## src/rtl/outport_rr_arbiter.sv

```systemverilog
// -----------------------------------------------------------------------------
// outport_rr_arbiter
//
// Output-port controller for one router link (CW, CCW or PE). There are two
// virtual channels (even and odd) that work independently. Each VC has:
//   - a single-entry output buffer,
//   - a round-robin pointer that shares the VC between NUM_REQ input modules.
// The polarity input decides which VC may use the link in a given cycle.
//
// Ports
//   clk             clock
//   rst             synchronous reset, active-high
//   polarity        0 = even VC owns the link this cycle, 1 = odd VC
//   req_even/odd    per-requester VC requests (bit i = input module i)
//   din_even/odd    per-requester flits, requester i at [i*DATA_WIDTH +: DATA_WIDTH]
//   grant_even/odd  one-hot (or zero) grant, combinational, 1-cycle pulse
//   ri              downstream ready for the VC selected by polarity
//   so              send strobe to the downstream link
//   dout            flit on the link (zero when so = 0)
//   grant_cnt_even/odd  saturating grant counters (OUTARB_GRANT_CNT_EN only)
//
// Optional feature macro: OUTARB_GRANT_CNT_EN adds the two grant counters.
// -----------------------------------------------------------------------------
module outport_rr_arbiter #(
   parameter int DATA_WIDTH = 64,
   parameter int NUM_REQ    = 3,
   parameter int CNT_WIDTH  = 16
) (
   input  logic                          clk,
   input  logic                          rst,
   input  logic                          polarity,
   input  logic [NUM_REQ-1:0]            req_even,
   input  logic [NUM_REQ-1:0]            req_odd,
   input  logic [NUM_REQ*DATA_WIDTH-1:0] din_even,
   input  logic [NUM_REQ*DATA_WIDTH-1:0] din_odd,
   output logic [NUM_REQ-1:0]            grant_even,
   output logic [NUM_REQ-1:0]            grant_odd,
   input  logic                          ri,
   output logic                          so,
   output logic [DATA_WIDTH-1:0]         dout
`ifdef OUTARB_GRANT_CNT_EN
   ,
   output logic [CNT_WIDTH-1:0]          grant_cnt_even,
   output logic [CNT_WIDTH-1:0]          grant_cnt_odd
`endif
);

   localparam int PTR_W = (NUM_REQ > 1) ? $clog2(NUM_REQ) : 1;

   // VC-indexed views of the ports: index 0 = even, index 1 = odd.
   logic [1:0][NUM_REQ-1:0]            req_vc;
   logic [1:0][NUM_REQ*DATA_WIDTH-1:0] din_vc;
   logic [1:0][NUM_REQ-1:0]            grant_vc;
   logic [1:0]                         full_vc;
   logic [1:0][DATA_WIDTH-1:0]         buf_vc;

   assign req_vc[0]  = req_even;
   assign req_vc[1]  = req_odd;
   assign din_vc[0]  = din_even;
   assign din_vc[1]  = din_odd;
   assign grant_even = grant_vc[0];
   assign grant_odd  = grant_vc[1];

   // Round-robin pick: first set request at or above ptr, wrapping around.
   // Returns {found, index}.
   function automatic logic [PTR_W:0] rr_pick(input logic [NUM_REQ-1:0] req,
                                              input logic [PTR_W-1:0]   ptr);
      logic [PTR_W:0] res;
      int             idx;
      res = '0;
      for (int k = 0; k < NUM_REQ; k++) begin
         idx = (int'(ptr) + k) % NUM_REQ;
         if (!res[PTR_W] && req[idx[PTR_W-1:0]]) begin
            res = {1'b1, idx[PTR_W-1:0]};
         end
      end
      return res;
   endfunction

   // Link side. A flit leaves when its VC owns the link, the buffer holds a
   // flit and downstream is ready. Reset suppresses the strobe immediately so
   // a flit being flushed never appears on the link.
   assign so   = !rst && ri && full_vc[polarity];
   assign dout = so ? buf_vc[polarity] : '0;

`ifdef OUTARB_GRANT_CNT_EN
   logic [1:0][CNT_WIDTH-1:0] cnt_vc;
   assign grant_cnt_even = cnt_vc[0];
   assign grant_cnt_odd  = cnt_vc[1];
`endif

   genvar gi;
   generate
      for (gi = 0; gi < 2; gi++) begin : g_vc
         logic [DATA_WIDTH-1:0] buf_q,  buf_d;
         logic                  full_q, full_d;
         logic [PTR_W-1:0]      ptr_q,  ptr_d;
         logic [PTR_W:0]        pick;
         logic [PTR_W-1:0]      win;
         logic [PTR_W-1:0]      ptr_inc;
         logic                  grant_any;
         logic                  drain;

         assign pick = rr_pick(req_vc[gi], ptr_q);
         assign win  = pick[PTR_W-1:0];

         // Fill only from an empty buffer at the start of the cycle; a buffer
         // that is draining this cycle still reads full, hence one bubble.
         assign grant_any    = !rst && !full_q && pick[PTR_W];
         assign grant_vc[gi] = grant_any ? (NUM_REQ'(1) << win) : '0;
         assign drain        = so && (polarity == gi[0]);

         assign full_vc[gi] = full_q;
         assign buf_vc[gi]  = buf_q;

         always_comb begin
            ptr_inc = (win == PTR_W'(NUM_REQ - 1)) ? '0 : win + PTR_W'(1);
            buf_d   = buf_q;
            full_d  = full_q;
            ptr_d   = ptr_q;
            if (grant_any) begin
               buf_d  = din_vc[gi][win*DATA_WIDTH +: DATA_WIDTH];
               full_d = 1'b1;
               ptr_d  = ptr_inc;
            end else if (drain) begin
               full_d = 1'b0;
            end
         end

         always_ff @(posedge clk) begin
            if (rst) begin
               buf_q  <= '0;
               full_q <= 1'b0;
               ptr_q  <= '0;
            end else begin
               buf_q  <= buf_d;
               full_q <= full_d;
               ptr_q  <= ptr_d;
            end
         end

`ifdef OUTARB_GRANT_CNT_EN
         logic [CNT_WIDTH-1:0] cnt_q, cnt_d;

         always_comb begin
            cnt_d = cnt_q;
            if (grant_any && (cnt_q != '1)) begin
               cnt_d = cnt_q + CNT_WIDTH'(1);
            end
         end

         always_ff @(posedge clk) begin
            if (rst) begin
               cnt_q <= '0;
            end else begin
               cnt_q <= cnt_d;
            end
         end

         assign cnt_vc[gi] = cnt_q;
`endif
      end
   endgenerate

endmodule

```

## config.mk

```make
export PLATFORM = sky130hd
export DESIGN_NAME = outport_rr_arbiter
export DESIGN_NICKNAME = d
export VERILOG_FILES = /design/src/rtl/outport_rr_arbiter.sv
export SDC_FILE = /design/constraint.sdc
export NUM_CORES = 1
export LEC_CHECK = 0
export CAP_MARGIN = 25
export CORE_AREA = 2 2 182 184
export DETAILED_ROUTE_END_ITERATION = 10
export DIE_AREA = 0 0 184 186
export PLACE_DENSITY = 0.57
export SETUP_SLACK_MARGIN = 0.02
export SYNTH_ARGS = -nofsm -noshare
export SYNTH_HDL_FRONTEND = slang
export SYNTH_SLANG_ARGS = --single-unit
```

## constraint.sdc

```tcl
create_clock -name clk -period 6.86 [get_ports clk]
set_input_delay 1.372 -clock clk [delete_from_list [all_inputs] [get_ports clk]]
set_output_delay 1.372 -clock clk [all_outputs]
set_load 0.01 [all_outputs]
```

### After elaboration in Yosys (flattened, before gate mapping)

Index checks and enable logic that the tools add are counted.

| word-level totals | value |
|---|---|
| input bits | 394 |
| flip-flop bits (word level) | 134 |
| output and inout bits | 71 |
| word-level logic and storage cells | 84 |

| operators by class | value |
|---|---|
| shift operators | 4 |
| reduce and logical (&&, ||, !) cells | 21 |
| mux-type cells | 31 |
| equality and inequality tests | 2 |
| add/sub/neg operators | 6 |
| divide/modulo/power cells | 6 |
| order comparisons | 7 |
| bitwise gates (word level) | 1 |

Operator list:

| cell | count |
|---|---|
| variable part select 192 x 9 -> 64 bit | 2 |
| two-way mux 64 bit | 3 |
| modulo 32 x 3 -> 32 bit (second input constant) | 4 |
| modulo 3 x 3 -> 32 bit (second input constant) | 2 |
| two-way mux 3 bit | 8 |
| < comparator 2 x 3 -> 1 bit (second input constant) | 6 |
| binary-select mux 1 bit (select 2 bit) | 6 |
| logical AND 1 bit | 12 |
| two-way mux 1 bit | 12 |
| logical NOT 1 bit | 7 |
| adder 2 x 1 -> 3 bit (second input constant) | 2 |
| adder 2 x 2 -> 3 bit (second input constant) | 2 |
| << shifter 1 x 2 -> 3 bit (first input constant) | 2 |
| adder 2 x 1 -> 2 bit (second input constant) | 2 |
| == test 2 bit (second input constant) | 2 |
| two-way mux 2 bit | 2 |
| nonzero test 2 bit | 2 |
| < comparator 1 x 2 -> 1 bit (second input constant) | 1 |
| NOT 1 bit | 1 |

### Depth between registers and ports, before layout

| logic depth | value |
|---|---|
| depth in word-level cells | 12 |
| mapped depth | 11 |
| mapped depth without buffers | 8 |

### Worst setup path after synthesis

Ideal clock, no wire load.

| timing path | value |
|---|---|
| path kind | input-to-output |
| start point | input req_odd[1] |
| end point | output grant_odd[0] |
| data required time | 5.488 ns |
| path buffers | 2 |
| data arrival time | 2.719 ns |
| setup slack | 2.769 ns |
| cell stages on the path | 8 |
| cells stage by stage | mux2_1 mux2i_1 a31oi_4 and2b_4 nand2b_4 buf_2 buf_2 nor2_1 |

| between the ends | value |
|---|---|
| word-level cells in the longest chain between the ends | 11 |
| elaborated cells between the ends (all ways) | 16 |
| classes of those cells | shift: 1; mux: 10; reduce/logical: 5 |

RTL lines:

| what | RTL line | source |
|---|---|---|
| from (decl) | 33 | `input logic [NUM_REQ-1:0] req_odd,` |
| binary-select mux 1 bit (select 2 bit) | 73 | `if (!res[PTR_W] && req[idx[PTR_W-1:0]]) begin` |
| two-way mux 1 bit (implied by the code) | 73 |  |
| two-way mux 3 bit | 73 |  |
| logical NOT 1 bit | 73 |  |
| logical AND 1 bit | 73 |  |
| two-way mux 3 bit | 73 |  |
| logical NOT 1 bit | 73 |  |
| logical AND 1 bit | 73 |  |
| two-way mux 3 bit * | 73 |  |
| << shifter 1 x 2 -> 3 bit / logical AND 1 bit (equally long branches) | 110, 109 |  |
| two-way mux 3 bit * | 110 | `assign grant_vc[gi] = grant_any ? (NUM_REQ'(1) << win) : '0;` |
| to (decl) | 37 | `output logic [NUM_REQ-1:0] grant_odd,` |

Every way passes the cells marked *; elsewhere a longest branch is shown, timed or not. The select of a mux whose other input is x is not followed.

### Worst setup path after layout

| timing path | value |
|---|---|
| start point | input req_even[2] |
| end point | output grant_even[1] |

| between the ends | value |
|---|---|
| word-level cells in the longest chain between the ends | 11 |
| elaborated cells between the ends (all ways) | 16 |
| classes of those cells | shift: 1; mux: 10; reduce/logical: 5 |

RTL lines:

| what | RTL line | source |
|---|---|---|
| from (decl) | 32 | `input logic [NUM_REQ-1:0] req_even,` |
| binary-select mux 1 bit (select 2 bit) | 73 |  |
| two-way mux 1 bit (implied by the code) | 73 |  |
| two-way mux 3 bit | 73 |  |
| logical NOT 1 bit | 73 |  |
| logical AND 1 bit | 73 |  |
| two-way mux 3 bit | 73 |  |
| logical NOT 1 bit | 73 |  |
| logical AND 1 bit | 73 |  |
| two-way mux 3 bit * | 73 |  |
| << shifter 1 x 2 -> 3 bit / logical AND 1 bit (equally long branches) | 110, 109 |  |
| two-way mux 3 bit * | 110 |  |
| to (decl) | 36 | `output logic [NUM_REQ-1:0] grant_even,` |

Marked as above.

==> results.md <==
* Die area at 0.03422 mm^2
* Synthesized area per cell at 8.684 um^2
* Final RePlAce weighted congestion at 0.7970
* Filler instances at 3134
* Initial antenna violation count at 3
* Slew margin rel. at 30.79%
* Largest net degree at the start of global routing at 70
* Distinct cells, synth at 54
* Pwr Total at 5.739 mW
* Leakage at 5.356 nW
* Vias in the first global route at 10230
* DRT Pass-1 Iters at 5
* Total GRT Usage at 24.13%
* Asr flop ratio synth at 0%
* Design area at 0.01465 mm^2
* First-pass GRT wire length at 62.86 mm
* Hpwl dp at 30.08 mm
* Peak VDD IR at 0.2756 mV
* Non-Filler Instances at 1876
* H-tree depth at 4
* Rows at 66
* IO Port Bufs at 464
* Worst hold path type: reg -> reg
* Setup crit start kind: primary input
* Fmax achieved at 177.5 MHz
* Die W at 184 um
* Layout cells sized above 1 at 5.188%
* Crit. End Element: primary output
* Num CTS Buffers at 17
* RSZ-0062 raised after global routing: no
* Synth Warn # at 0
* DRC at 0
* CTS root buffer: clkbuf_16
* Die height at 186 um
* Total number of vias at 10230
* CTS Hold Bufs at 0
* Slew of the pin with the lowest slew margin at 1.038 ns
* Placed instance count at 1841
* Hold WS at 0.4528 ns
* Post-synthesis sequential area ratio at 28.98%
* Top_reg_cell synth: dfxtp_1
* TritonCTS clock tree: yes
* Minimum clock period at 5.633 ns
* Worst skew pair latency at 0.42 ns
* ANT nets after route at 0
* Starting Density at 28.75%
* Grt total ovfl at 0
* Post-Route WL at 42.91 mm
* Area after DPL at 0.01403 mm^2
* Setup bufs post-CTS at 0
* Worst EP arrival at 4.26 ns
* CTS resizes at 0
* Number of synthesized register bits at 134
* Critical path peak fanout at 68
* IO Pins at 465
* Post-Route Setup TNS at 0 ns
* Net count after synthesis at 1468
* Core Box Area at 0.03221 mm^2
* Nets at 1854
* Clock Skew at 0.01382 ns
* Cell area after synthesis at 0.009258 mm^2
* Area grow syn2layout at 58.21%
* Final Max Tran Viols at 0
* CP Class: in -> out
* EDFF count, synth at 0
* Mapped Cells at 1066
* CTS Buffer Depth at 2
* Cell Pwr Density at 391.8 mW/mm^2
* Final period util at 82.11%
* WL/cell at 22.87 um
* Worst-path clk slew at 0.06 ns
* CTS Sinks at 134
* Maxcap violations at 0
* DRT iter0 DRCs at 539
* Vias per inst at 5.453
* Status: finished, final reports clean
* Critical Path RT at 5.49 ns
* Final setup vio count at 0
* Fin. Hold Viols at 0
[synthesized netlist by cell type (all sizes together) (2+ instances only)]
master,number,area (um^2)
o32ai,2,36.29
nor3b,3,27.52
nor3,6,40.04
mux2i,134,1361
a21oi,6,33.78
o211a,64,640.6
inv,11,41.29
a22o,67,588.1
mux2,4,48.79
clkbuf,55,206.5
nand2,70,262.8
a22oi,64,480.5
dfxtp,134,2683
nor2,18,67.56
and2,65,406.6
a221oi,2,17.52
buf,60,404.2
nor2b,8,52.55
o21ai,197,986.0
a31oi,2,33.78
and3b,3,26.28
ha,8,100.1
a32oi,64,560.5
nand2b,7,51.30
[report_power, final]
group / total [mW] / switching, mW / internal (mW) / leakage, nW
registers: 1.46 / 0.279 / 1.18 / 1.11
clock network: 0.983 / 0.425 / 0.558 / 0.296
logic: 3.30 / 1.88 / 1.42 / 3.95
[cell families (layout without fill, tap and decap cells)]
family	Yosys count	after routing	synth area share, %
multiplexers	138	138	15.23
other	0	3	0
adder cells (fa/ha/maj)	8	8	1.081
flip-flops	134	134	28.98
AO/OA/AOI/OAI	475	475	37.18
AND/OR/NAND/NOR	185	185	10.49
buffers and inverters	126	525	7.042
[sequential cells by signal, indices dropped and copies added (netlist names)]
name / cells
g_vc.buf_q: 128
g_vc.ptr_q: 4
g_vc.full_q: 2
[placed cells by master, fill, tap and decap left out, drive strengths merged, types with 2 or more instances in the layout]
| cell type | instances |
|---|---|
| clkdlybuf4s50 | 464 |
| o21ai | 197 |
| dfxtp | 134 |
| mux2i | 134 |
| nand2 | 70 |
| a22o | 67 |
| and2 | 65 |
| a32oi | 64 |
| a22oi | 64 |
| o211a | 64 |
| clkbuf | 18 |
| buf | 18 |
| nor2 | 18 |
| inv | 17 |
| ha | 8 |
| nor2b | 8 |
| nand2b | 7 |
| a21oi | 6 |
| nor3 | 6 |
| clkinv | 5 |
| mux2 | 4 |
| diode | 3 |
| and3b | 3 |
| nor3b | 3 |
| a221oi | 2 |
| a31oi | 2 |
| bufinv | 2 |
| o32ai | 2 |
[path summary, 6_finish.rpt]
path                     startpoint  slack [ns]           endpoint  cells after the start
hold reg to reg   g_vc[0].buf_q[34]        0.45  g_vc[0].buf_q[34]                      2
hold / removal    g_vc[0].buf_q[34]        0.45  g_vc[0].buf_q[34]                      2
setup / recovery        req_even[2]        1.23      grant_even[1]                      8
setup reg to reg   g_vc[0].ptr_q[0]        3.34  g_vc[0].buf_q[62]                     10
[layout make-up]
class / instances / area (um^2) / share of cell area (%)
repair buffers: 482 / 4792 / 32.72
well taps: 408 / 510.5 / 3.485
flip-flops and latches: 134 / 2683 / 18.32
clock buffers: 18 / 439.2 / 2.998
inverters: 11 / 41.29 / 0.2819
multi-input cells: 806 / 6008 / 41.02
diodes: 3 / 7.507 / 0.05126
clock inverters: 14 / 165.2 / 1.128
[layer usage]
| metal | GRT usage [%] | wire [um] |
|---|---|---|
| met2 | 43.29 | 21390 |
| met1 | 28.02 | 17140 |
| met4 | 7.424 | 933 |
| met5 | 0 | 0 |
| met3 | 6.320 | 3447 |
[through the flow]
stage | utilization (%) | setup WS (ns)
after detailed placement | 43.58 | 1.221
after floorplan | - | 2.769
after global routing | 45.48 | 1.072
after CTS | 45.45 | 1.219
after global placement | 43.58 | 1.224
final | 45.48 | 1.227
[worst max-delay path: stages]
cell and delay [ns]:
clkdlybuf4s50_1 0.48, nor2b_1 0.29, mux2_4 0.82, nor3_2 0.17, nor3_4 0.20, nand2_1 0.11, nor3_1 0.21, clkdlybuf4s50_1 0.57
No activity file was read; power rests on OpenSTA's default activity.
